**config.mk**
```make
export PLATFORM = sky130hd
export DESIGN_NAME = linear_row_scheduler
export DESIGN_NICKNAME = d
export VERILOG_FILES = /design/src/rtl/linear_row_scheduler.sv
export SDC_FILE = /design/constraint.sdc
export NUM_CORES = 1
export LEC_CHECK = 0
export BUFFER_PORTS_ARGS = -buffer_cell sky130_fd_sc_hd__buf_2
export CORE_MARGIN = 2
export CORE_UTILIZATION = 48
export DETAILED_ROUTE_END_ITERATION = 12
export PLACE_DENSITY = 0.74
export SLEW_MARGIN = 40
export SYNTH_ARGS = -nofsm -noshare
export SYNTH_HDL_FRONTEND = slang
export SYNTH_SLANG_ARGS = --single-unit
```
**constraint.sdc**
```tcl
create_clock -name clk -period 2.3 [get_ports clk]
set_input_delay 0.23 -clock clk [delete_from_list [all_inputs] [get_ports clk]]
set_output_delay 0.23 -clock clk [all_outputs]
set_load 0.02 [all_outputs]
```
**src/rtl/linear_row_scheduler.sv**
```systemverilog
// ---------------------------------------------------------------------------
// linear_row_scheduler
//
// Drives the pipelined 32-input float linear unit across the rows of a weight
// matrix to build one RNN layer output vector. Rows are issued one per
// accepted handshake with a cap on rows in flight. Results come back in order
// and are written to the output buffer. An abort stops issuing and drains
// whatever is still in the pipe without writing it.
//
// Ports:
//   clk, rst_n           clock; asynchronous active-low reset
//   start, n_rows        begin a layer of n_rows rows (sampled only when idle)
//   abort                stop issuing and flush in-flight results
//   busy                 high whenever the scheduler is not idle
//   done                 one-cycle pulse on normal completion
//   aborted              one-cycle pulse when an abort flush completes
//   err_unexpected       sticky: a result arrived with nothing in flight
//   lin_valid/lin_ready  row request handshake to the linear unit
//   row_idx              row being requested (selects vector/weights/bias)
//   lin_done/lin_result  in-order single-cycle result from the linear unit
//   out_we/out_addr/out_data  output buffer write port
// ---------------------------------------------------------------------------
module linear_row_scheduler #(
    parameter int N_OUT        = 32,
    parameter int MAX_INFLIGHT = 8,
    parameter int ROW_W        = $clog2(N_OUT + 1)
) (
    input  logic             clk,
    input  logic             rst_n,
    input  logic             start,
    input  logic [ROW_W-1:0] n_rows,
    input  logic             abort,
    output logic             busy,
    output logic             done,
    output logic             aborted,
    output logic             err_unexpected,
    output logic             lin_valid,
    input  logic             lin_ready,
    output logic [ROW_W-1:0] row_idx,
    input  logic             lin_done,
    input  logic [31:0]      lin_result,
    output logic             out_we,
    output logic [ROW_W-1:0] out_addr,
    output logic [31:0]      out_data
);

    localparam int IF_W = $clog2(MAX_INFLIGHT + 1);

    localparam logic [1:0] S_IDLE  = 2'd0;
    localparam logic [1:0] S_ISSUE = 2'd1;
    localparam logic [1:0] S_DRAIN = 2'd2;
    localparam logic [1:0] S_FLUSH = 2'd3;

    localparam logic [ROW_W-1:0] N_OUT_C  = ROW_W'(N_OUT);
    localparam logic [IF_W-1:0]  MAX_IF_C = IF_W'(MAX_INFLIGHT);

    logic [1:0]       state_reg,     state_next;
    logic [ROW_W-1:0] n_lat_reg,     n_lat_next;
    logic [ROW_W-1:0] issue_cnt_reg, issue_cnt_next;
    logic [ROW_W-1:0] ret_cnt_reg,   ret_cnt_next;
    logic [IF_W-1:0]  inflight_reg,  inflight_next;
    logic             err_reg,       err_next;
    logic             done_reg,      done_next;
    logic             aborted_reg,   aborted_next;
    logic             out_we_reg,    out_we_next;
    logic [ROW_W-1:0] out_addr_reg,  out_addr_next;
    logic [31:0]      out_data_reg,  out_data_next;

    logic             can_issue;
    logic             fire;
    logic             ret_ok;
    logic             spurious;
    logic [ROW_W-1:0] issue_inc;
    logic [ROW_W-1:0] ret_inc;

    // abort is folded in so a request is never presented in the cycle the
    // scheduler decides to stop; lin_ready is deliberately not used here.
    assign can_issue = (state_reg == S_ISSUE) && (issue_cnt_reg < n_lat_reg) &&
                       (inflight_reg < MAX_IF_C) && !abort;
    assign fire      = can_issue && lin_ready;
    assign ret_ok    = lin_done && (inflight_reg != '0);
    assign spurious  = lin_done && (inflight_reg == '0);
    assign issue_inc = issue_cnt_reg + 1'b1;
    assign ret_inc   = ret_cnt_reg + 1'b1;

    always_comb begin
        state_next     = state_reg;
        n_lat_next     = n_lat_reg;
        issue_cnt_next = issue_cnt_reg;
        ret_cnt_next   = ret_cnt_reg;
        inflight_next  = inflight_reg;
        err_next       = err_reg | spurious;
        done_next      = 1'b0;
        aborted_next   = 1'b0;
        out_we_next    = 1'b0;
        out_addr_next  = out_addr_reg;
        out_data_next  = out_data_reg;

        case (state_reg)
            S_IDLE: begin
                if (start) begin
                    if (n_rows == '0) begin
                        done_next = 1'b1;
                    end else begin
                        n_lat_next     = (n_rows > N_OUT_C) ? N_OUT_C : n_rows;
                        issue_cnt_next = '0;
                        ret_cnt_next   = '0;
                        // a stray result in the very start cycle still counts
                        err_next       = spurious;
                        state_next     = S_ISSUE;
                    end
                end
            end

            S_ISSUE, S_DRAIN: begin
                if (abort) begin
                    // a result landing in the abort cycle is discarded like
                    // every other result that arrives during the flush
                    state_next = S_FLUSH;
                    if (ret_ok) begin
                        inflight_next = inflight_reg - 1'b1;
                    end
                end else begin
                    if (fire) begin
                        issue_cnt_next = issue_inc;
                        if (issue_inc == n_lat_reg) begin
                            state_next = S_DRAIN;
                        end
                    end
                    if (ret_ok) begin
                        out_we_next   = 1'b1;
                        out_addr_next = ret_cnt_reg;
                        out_data_next = lin_result;
                        ret_cnt_next  = ret_inc;
                        if ((state_reg == S_DRAIN) && (ret_inc == n_lat_reg)) begin
                            done_next  = 1'b1;
                            state_next = S_IDLE;
                        end
                    end
                    if (fire && !ret_ok) begin
                        inflight_next = inflight_reg + 1'b1;
                    end else if (!fire && ret_ok) begin
                        inflight_next = inflight_reg - 1'b1;
                    end
                end
            end

            S_FLUSH: begin
                if (ret_ok) begin
                    inflight_next = inflight_reg - 1'b1;
                end
                if (inflight_next == '0) begin
                    aborted_next = 1'b1;
                    state_next   = S_IDLE;
                end
            end

            default: begin
                state_next = S_IDLE;
            end
        endcase
    end

    always_ff @(posedge clk or negedge rst_n) begin
        if (!rst_n) begin
            state_reg     <= S_IDLE;
            n_lat_reg     <= '0;
            issue_cnt_reg <= '0;
            ret_cnt_reg   <= '0;
            inflight_reg  <= '0;
            err_reg       <= 1'b0;
            done_reg      <= 1'b0;
            aborted_reg   <= 1'b0;
            out_we_reg    <= 1'b0;
            out_addr_reg  <= '0;
            out_data_reg  <= '0;
        end else begin
            state_reg     <= state_next;
            n_lat_reg     <= n_lat_next;
            issue_cnt_reg <= issue_cnt_next;
            ret_cnt_reg   <= ret_cnt_next;
            inflight_reg  <= inflight_next;
            err_reg       <= err_next;
            done_reg      <= done_next;
            aborted_reg   <= aborted_next;
            out_we_reg    <= out_we_next;
            out_addr_reg  <= out_addr_next;
            out_data_reg  <= out_data_next;
        end
    end

    assign busy           = (state_reg != S_IDLE);
    assign done           = done_reg;
    assign aborted        = aborted_reg;
    assign err_unexpected = err_reg;
    assign lin_valid      = can_issue;
    assign row_idx        = issue_cnt_reg;
    assign out_we         = out_we_reg;
    assign out_addr       = out_addr_reg;
    assign out_data       = out_data_reg;

endmodule
```
==> flow_summary.toml, run 1 <==
[run_status]
outcome = "completed"

[global_route]
grt-busiest-layer = "met2"
grt_pass1_vias = 2960
grt_antenna_before_repair = 0
met3_usage_pct = 3.23
grt_pass1_wl_mm = 13.6
grt_overflow = 0
grt_use_met1_pct = 29.4
gr-usage-met2_pct = 36.3
grt_max_degree = 67
track_usage_pct = 22.1

[critical_path]
regToRegSetupSlack_ps = 10
cp_common_cell = "a21oi_2"
critPathBufInv = 2
critical-path-top-delay-family = "compound AO/OA/AOI/OAI gates"
critical_path.max_fanout = 4
cp.arrival_ps = 2530
start_kind = "flip-flop"
cpMaxStageDelayCell = "dfrtp_1"
crit_path_cell_trace = "ha_1, nor2b_1, o211ai_1, a31oi_4, inv_4, a21oi_2, o31ai_4, buf_4, a21oi_2, o22a_1"
critical_path_class = "flip-flop to flip-flop"
critPathCaptureType = "flip-flop"
critPathRequiredTime_ps = 2540
critPathMaxStageDelay_ps = 390
startpoint = "row_idx[1]"
r2r-start = "row_idx[1]"

[floorplan]
floorplan.initialDensity_pct = 50.2
die_y_um = 89.0
coreArea_sq_um = 6910
core.rowCount = 30
die_w_um = 89.0
io_pins = 94
dieArea_sq_um = 7920

[synthesis]
netlist.area_leader.share_pct = 47.7
synth_edf_count = 0
synth_area_sq_um = 3470
syn_area_per_cell_sq_um = 8.73
synth.distinct_cells = 54
yosys.area.top_type = "dfrtp_1"
syn_nets = 456
synthTopCellsByArea = "dfrtp_1 (48%), nand2_1 (15%), ha_1 (5.4%)"
synthArstFlopShare_pct = 100
seq_area_frac_synth_pct = 47.7
ys.flop_type = "dfrtp_1"
ys_seq_elements = 66
yosysWarningCount = 0
synthCells = 397

[layout]
diodes = 0
largest_reg_flops = 32
area_growth_pct = 28.6
drive_gt1_share_pct = 30.4
final_cell_mix = "nand2_1 (143), buf_2 (93), dfrtp_1 (65)"
final_cell_area_sq_um = 4460
final_nets = 570
layout_commonest_cell = "nand2_1"
layoutNonFillerInstCount = 612

[power_and_ir_drop]
finalPower_mw = 6.33
power.leakage_nw = 2.30
ir_drop_uv = 676
power_density_nw_per_um2 = 1420

[timing]
rsz0062_at_grt = "true"
tns_ps = 0
min_period_over_period_pct = 99.4
hold_ws_ps = 61.5
setup_viol_count_final = 0
max_freq_ghz = 0.437
fin_crit_ps = 2290
fin_skew_ps = 8.36
slew_headroom_pct = 68.7
hold_viol = 0
slew_violations = 0
tightest_slew_ps = 468

[worst_hold_path]
hold_start = "lin_result[2]"
hold_class = "input port to flip-flop"

[clocking]
cts_tree = "built"
cts.path.max_buffers = 2
htreeDepth = 3
cts.sinks = 66
clkSlewWorstSetupHoldPaths_ps = 80
cts_root_buf = "clkbuf_8"
clock_latency_ps = 350
numCtsBuffers = 9

[route]
drt_first_pass_iters = 4
drtAntennaViolNets = 0
drt_wl_total_mm = 8.51
vias = 3122
viasPerCell = 5.10
route.detailed.drc = 0
drt_iter0_drc = 197
wl_per_cell_um = 13.9

[placement]
hpwlAfterDp_mm = 6.08
gp_congestion = 0.867
post_dp_cell_area_sq_um = 4140
io_buffer_count = 93
placed_cells = 590

[run]
maxCapViolations = 0
layer usage:
| metal | vias up | routed length [um] |
|---|---|---|
| li1 | 1555 | - |
| met1 | 1465 | 3720 |
| met2 | 82 | 4190 |
| met3 | 20 | 388 |
| met4 | 0 | 212 |
| met5 | - | 0 |
worst reg2reg max path, cell delays in order (launching register included):
cell	delay, ps
dfrtp_1	390
ha_1	290
nor2b_1	130
o211ai_1	310
a31oi_4	180
inv_4	100
a21oi_2	70
o31ai_4	320
buf_4	170
a21oi_2	40
o22a_1	180
layout make-up:
type	instances	area, sq um
Fill cell	617	2450
Multi-Input combinational cell	298	1720
Sequential cell	66	1650
Timing Repair Buffer	119	676
Clock buffer	10	128
Tap cell	96	120
Clock inverter	6	90.1
Inverter	17	66.3
what timing repair did:
action                                  in CTS  in global routing
hold buffers                                 1                  0
buffers inserted                             0                  5
gates resized for setup                      0                  9
endpoints found under the setup margin       0                  5
endpoints found under the hold margin       66                  0
cells in the mapped netlist, types with 2 or more instances:
library cell  number
nand2_1          143
dfrtp_1           66
ha_1              15
inv_1             15
a21oi_1           14
nor2_1            12
o21ai_0           11
clkbuf_1          10
nand3_1           10
o21ai_1           10
xnor2_1           10
nor3_1             9
nand2b_1           7
xor2_1             6
buf_2              5
a21o_1             4
o22a_1             3
a21bo_2            2
a22oi_1            2
a32o_1             2
and2_1             2
nand4_1            2
nor2b_1            2
nor4_1             2
o211ai_1           2
o31ai_1            2
or4_4              2
final timing paths:
check,end,depth (start not counted)
min in group asynchronous,row_idx[2],3
setup reg to reg,inflight_reg[1],10
hold / removal,out_data[2],3
hold reg to reg,out_data[21],2
max in group asynchronous,ret_cnt_reg[1],3
setup / recovery,inflight_reg[1],10
stage by stage:
| step | setup WS [ps] | util (%) |
|---|---|---|
| global placement | 121 | 60.0 |
| floorplan | 37.4 | - |
| detailed placement | 42.6 | 60.0 |
| CTS | 24.8 | 63.3 |
| global route | -30.5 | 64.5 |
| finish | 13.1 | 64.5 |
where the power goes:
part	leakage, nW	internal, mW	total (mW)	switching (mW)
sequential	0.808	1.66	2.01	0.357
combinational	1.39	1.26	3.23	1.97
clock	0.107	0.614	1.08	0.466
total	2.30	3.53	6.33	2.79
cell families after synthesis:
logic type,count (synthesis),synth area share [%]
simple gates,201,25.4
compound gates,64,12.8
xor+xnor,16,4.04
flops,66,47.7
mux,2,0.758
buf+inv,33,3.93
fa+ha+maj,15,5.42
No activity file was read; power rests on OpenSTA's default activity.
==> run 2: changes to the inputs <==
--- a/config.mk
+++ b/config.mk
@@ -6,10 +6,11 @@
 export NUM_CORES = 1
 export LEC_CHECK = 0
 export BUFFER_PORTS_ARGS = -buffer_cell sky130_fd_sc_hd__buf_2
-export CORE_MARGIN = 2
+export CORE_MARGIN = 5
 export CORE_UTILIZATION = 48
 export DETAILED_ROUTE_END_ITERATION = 12
 export PLACE_DENSITY = 0.74
+export SETUP_SLACK_MARGIN = 0.2
 export SLEW_MARGIN = 40
 export SYNTH_ARGS = -nofsm -noshare
 export SYNTH_HDL_FRONTEND = slang
==> run 2 against run 1 <==
Against the previous run: sequential share of layout area down 0.84 points; die area rose by 14%; final cell count is 0.33% lower; critical path depth decreased by 1; non-clock buffer count is 5 lower; first-iteration DRC count down 20%; design area up 2.7%; utilization fell by 0.40 points; global-route usage down 1.7 points; critical path type unchanged; via count about the same; flip-flop and latch count is the same; combinational power rose by 2%.
==> flow_summary.toml, run 2 (synthesis gave the netlist of run 1 again) <==
[run_status]
outcome = "completed"

[global_route]
grt_antenna_before_repair = 0
track_usage_pct = 20.4
grt_overflow = 0
grt_max_degree = 67
grt_pass1_vias = 3024
grt_pass1_wl_mm = 14.4

[clocking]
cts.sinks = 66
cts_root_buf = "clkbuf_8"
cts_tree = "built"
clkSlewWorstSetupHoldPaths_ps = 80
clock_latency_ps = 340
htreeDepth = 3
numCtsBuffers = 9
cts.path.max_buffers = 2

[critical_path]
cp.arrival_ps = 2410
critical_path_class = "flip-flop to flip-flop"
critical_path.max_fanout = 3
r2r-start = "n_lat_reg[1]"
endpoint = "inflight_reg[3]"
regToRegSetupSlack_ps = 120
reg2reg_depth = 9
startpoint = "n_lat_reg[1]"
critPathRequiredTime_ps = 2530
start_kind = "flip-flop"
critPathCaptureType = "flip-flop"
rr_endpoint = "inflight_reg[3]"

[layout]
fin_util_pct = 64.1
layout_commonest_cell = "nand2_1"
diodes = 0
final_cell_mix = "nand2_1 (141), buf_2 (92), dfrtp_1 (60)"
largest_reg_flops = 32
drive_gt1_share_pct = 34.8
area_growth_pct = 32.0
final_nets = 565
final_cell_area_sq_um = 4580

[worst_hold_path]
hold_class = "input port to flip-flop"

[power_and_ir_drop]
p_switching_mw = 2.84
finalPower_mw = 6.47
clockPowerShare_pct = 17.0
power_density_nw_per_um2 = 1410
power.leakage_nw = 2.28
power_frac_seq_pct = 31.8
ir_drop_uv = 693
swShare_pct = 43.9
p_comb_share_pct = 51.2
p_int_mw = 3.62

[timing]
rsz0062_at_grt = "true"
tightest_slew_ps = 424
max_freq_ghz = 0.459
fin_skew_ps = 15.3
setup_viol_count_final = 0
slew_headroom_pct = 71.7
tns_ps = 0
slew_violations = 0
fin_crit_ps = 2180
min_period_over_period_pct = 94.8
hold_viol = 0

[route]
wl_per_cell_um = 14.2
drt_first_pass_iters = 4
drtAntennaViolNets = 0
vias = 3125
route.detailed.drc = 0
viasPerCell = 5.12
drt_wl_total_mm = 8.68
drt_iter0_drc = 158

[floorplan]
io_pins = 94
coreArea_sq_um = 7140
core.rowCount = 31
die_w_um = 95.0
die_y_um = 95.0
dieArea_sq_um = 9020
floorplan.initialDensity_pct = 48.6

[placement]
post_dp_cell_area_sq_um = 4140
io_buffer_count = 93
gp_congestion = 0.875
hpwlAfterDp_mm = 6.04

[run]
maxCapViolations = 0
-- run 2: worst min path at each step --
stage                               from  cells past startpoint  slack [ps]           end
after global routing       lin_result[2]                      3          60   out_data[2]
after floorplan                    rst_n                      0         -70       aborted
final                     lin_result[25]                      3          80  out_data[25]
after global placement             rst_n                      2         280    row_idx[0]
after CTS                 lin_result[24]                      3          60  out_data[24]
after detailed placement           rst_n                      2         280    row_idx[0]
-- run 2: power groups by stage --
stage | logic, mW | clock network (mW) | registers, mW
2_1_floorplan | 1.63 | 0 | 2.49
3_5_place_dp | 3.03 | 0 | 2.07
5_1_grt | 3.68 | 1.19 | 2.12
4_1_cts | 3.20 | 1.13 | 2.05
6_report | 3.31 | 1.10 | 2.05
3_3_place_gp | 2.95 | 0 | 2.07
-- run 2: per-layer routing --
metal	track usage (%)	vias to the layer above	share of wire, %
met1	27.5	1476	44
li1	-	1532	-
met5	0	-	0
met4	9.01	0	2.0
met3	3.67	15	5.4
met2	31.9	102	48
-- run 2: metrics by stage --
step	std cells	hold WS (ps)	setup slack [ps]
final	610	76.4	119
after floorplan	397	-65.6	135
after CTS	609	63.3	77.2
after detailed placement	587	279	64.1
after global routing	610	64.2	39.7
after global placement	587	276	94.5
-- run 2: timing repair --
| item | 4_1_cts | 5_1_grt |
|---|---|---|
| buffers inserted | 5 | 1 |
| hold endpoints to repair | 66 | 0 |
| endpoints found under the setup margin | 12 | 39 |
| pin swaps | 11 | 8 |
| resized for setup | 13 | 20 |
| hold buffers | 1 | 0 |
-- run 2: final cells by class --
cell class	count	area, sq um
clock buffers	10	138
clock inverters	6	90.1
fillers	612	2560
inverters	17	66.3
multi-input cells	298	1850
flip-flops and latches	66	1660
well taps	99	124
repair buffers	114	652
-- run 2: worst max-delay path: stages, from the launching register on --
cell	delay [ps]
dfrtp_1	390
inv_2	80
ha_4	200
nor2b_1	120
o211ai_1	300
a31oi_4	170
nor2_4	180
mux2_4	320
a21o_1	160
a22o_1	170
==> run 3: changes to the inputs <==
--- a/config.mk
+++ b/config.mk
@@ -9,7 +9,7 @@
 export CORE_MARGIN = 5
 export CORE_UTILIZATION = 48
 export DETAILED_ROUTE_END_ITERATION = 12
-export PLACE_DENSITY = 0.74
+export PLACE_DENSITY = 0.77
 export SETUP_SLACK_MARGIN = 0.2
 export SLEW_MARGIN = 40
 export SYNTH_ARGS = -nofsm -noshare
==> run 3 against run 2 <==
Against the previous run: maximum frequency shrank 1.1%; sequential power is essentially flat; flip-flop and latch count is the same; total power grew 4.7%; hold slack lost 4.2 ps; global-route usage shrank 0.071 points; via count grew 4.3%; non-clock buffer count grew 13; critical path depth grew 1; utilization grew 2.0 points; die area is the same; register-to-register slack lost 30 ps; largest power group unchanged.
==> flow_summary.toml, run 3 (synthesis gave the netlist of run 1 again) <==
[timing]
min_period_over_period_pct = 95.9
tns_ps = 0
rsz0062_at_grt = "true"
tightest_slew_ps = 515
fin_skew_ps = 10.3
setup_viol_count_final = 0
fin_crit_ps = 2210
slew_headroom_pct = 65.6
hold_ws_ps = 72.2
max_freq_ghz = 0.453
slew_violations = 0
hold_viol = 0

[floorplan]
die_y_um = 95.0
die_w_um = 95.0
coreArea_sq_um = 7140
dieArea_sq_um = 9020
io_pins = 94
core.rowCount = 31
floorplan.initialDensity_pct = 48.6

[global_route]
gr-usage-met2_pct = 33.5
grt_max_degree = 67
grt-busiest-layer = "met2"
grt_antenna_before_repair = 0
grt_pass1_vias = 3076
grt_use_met1_pct = 25.7
track_usage_pct = 20.3
met3_usage_pct = 3.90
grt_overflow = 0
grt_pass1_wl_mm = 14.4

[placement]
gp_congestion = 0.849
hpwlAfterDp_mm = 6.29
post_dp_cell_area_sq_um = 4190
io_buffer_count = 93

[power_and_ir_drop]
clockPowerShare_pct = 17.6
swShare_pct = 43.5
p_comb_share_pct = 51.8
power.leakage_nw = 2.36
p_switching_mw = 2.94
ir_drop_uv = 790
power_density_nw_per_um2 = 1430
power_frac_seq_pct = 30.6
p_int_mw = 3.83

[critical_path]
cpMaxStageDelayCell = "dfrtp_1"
critical_path_class = "flip-flop to flip-flop"
reg2reg_depth = 10
crit_path_cell_trace = "inv_2, ha_4, nor2b_4, o211ai_1, a31oi_4, inv_4, a21oi_2, o31ai_4, nor2_1, a22o_1"
r2r-start = "n_lat_reg[1]"
regToRegSetupSlack_ps = 90
cp.arrival_ps = 2430
rr_endpoint = "inflight_reg[3]"
critPathRequiredTime_ps = 2530
start_kind = "flip-flop"
critical_path.max_fanout = 6
critPathCaptureType = "flip-flop"
critPathMaxStageDelay_ps = 400

[run]
maxCapViolations = 0

[route]
drt_iter0_drc = 127
viasPerCell = 5.22
drtAntennaViolNets = 0
vias = 3260
drt_first_pass_iters = 4
route.detailed.drc = 0
drt_wl_total_mm = 9.25
wl_per_cell_um = 14.8

[layout]
drive_gt1_share_pct = 36.0
fin_util_pct = 66.1
diodes = 0
layout_commonest_cell = "nand2_1"
final_cell_area_sq_um = 4720
final_nets = 579
largest_reg_flops = 32
area_growth_pct = 36.2
final_cell_mix = "nand2_1 (141), buf_2 (92), dfrtp_1 (60)"

[clocking]
cts.sinks = 66
cts_tree = "built"
cts_root_buf = "clkbuf_8"
clkSlewWorstSetupHoldPaths_ps = 80
clock_latency_ps = 340
cts.path.max_buffers = 2
htreeDepth = 3
numCtsBuffers = 9

[worst_hold_path]
hold_start = "lin_result[26]"
min_path_cells = 3
hold_class = "input port to flip-flop"
holdPathEnd = "out_data[26]"

[run_status]
outcome = "completed"
[run 3: cell type report]
class	count	area, sq um
fill	576	2420
multi-input combinational	299	1870
sequential	66	1660
timing repair buffer	127	762
clock buffer	10	128
tap	99	124
clock inverter	6	115
inverter	17	66.3
[run 3: metal layers]
layer | routed length, um | up-vias
met2 | 4790 | 116
met1 | 3740 | 1568
met4 | 209 | 0
met3 | 504 | 15
met5 | 0 | -
li1 | - | 1561
[run 3: power groups by stage]
stage | clock (mW) | sequential, mW | combinational (mW)
2_1_floorplan | 0 | 2.49 | 1.63
3_3_place_gp | 0 | 2.04 | 3.03
3_5_place_dp | 0 | 2.06 | 3.12
6_report | 1.19 | 2.07 | 3.50
4_1_cts | 1.20 | 2.05 | 3.20
5_1_grt | 1.27 | 2.13 | 3.83
[run 3: repair_timing]
item,4_1_cts,5_1_grt
hold endpoints to repair,66,0
cloned,0,1
buffers inserted,3,10
pin swaps,4,10
endpoints found under the setup margin,49,56
gates resized for setup,6,32
hold buffers,1,0
[run 3: worst max-delay path by stage]
stage                 start               to  slack [ps]  depth (start not counted)
2_1_floorplan    row_idx[1]  inflight_reg[3]         140                          8
3_3_place_gp     row_idx[1]  inflight_reg[3]         100                          8
3_5_place_dp     row_idx[1]  inflight_reg[3]          80                          8
4_1_cts        n_lat_reg[1]  inflight_reg[3]         120                          9
5_1_grt        n_lat_reg[1]  inflight_reg[3]          20                         10
6_report       n_lat_reg[1]  inflight_reg[3]          90                         10
[run 3: worst max-delay path: cells and delay by family, from the launching register on]
kind	cells	cell delay, ps
adders and majority gates	1	190
AOI/OAI and AO/OA	5	1140
DFF	1	400
and+or+nand+nor	2	180
buffers and inverters	2	180
[run 3: stage by stage]
step / total power [mW] / cells / worst slack [ps]
2_1_floorplan: 4.12 / 397 / 135
3_3_place_gp: 5.07 / 593 / 103
6_report: 6.77 / 624 / 93.9
4_1_cts: 6.46 / 613 / 121
5_1_grt: 7.23 / 624 / 22.6
3_5_place_dp: 5.18 / 593 / 77.5
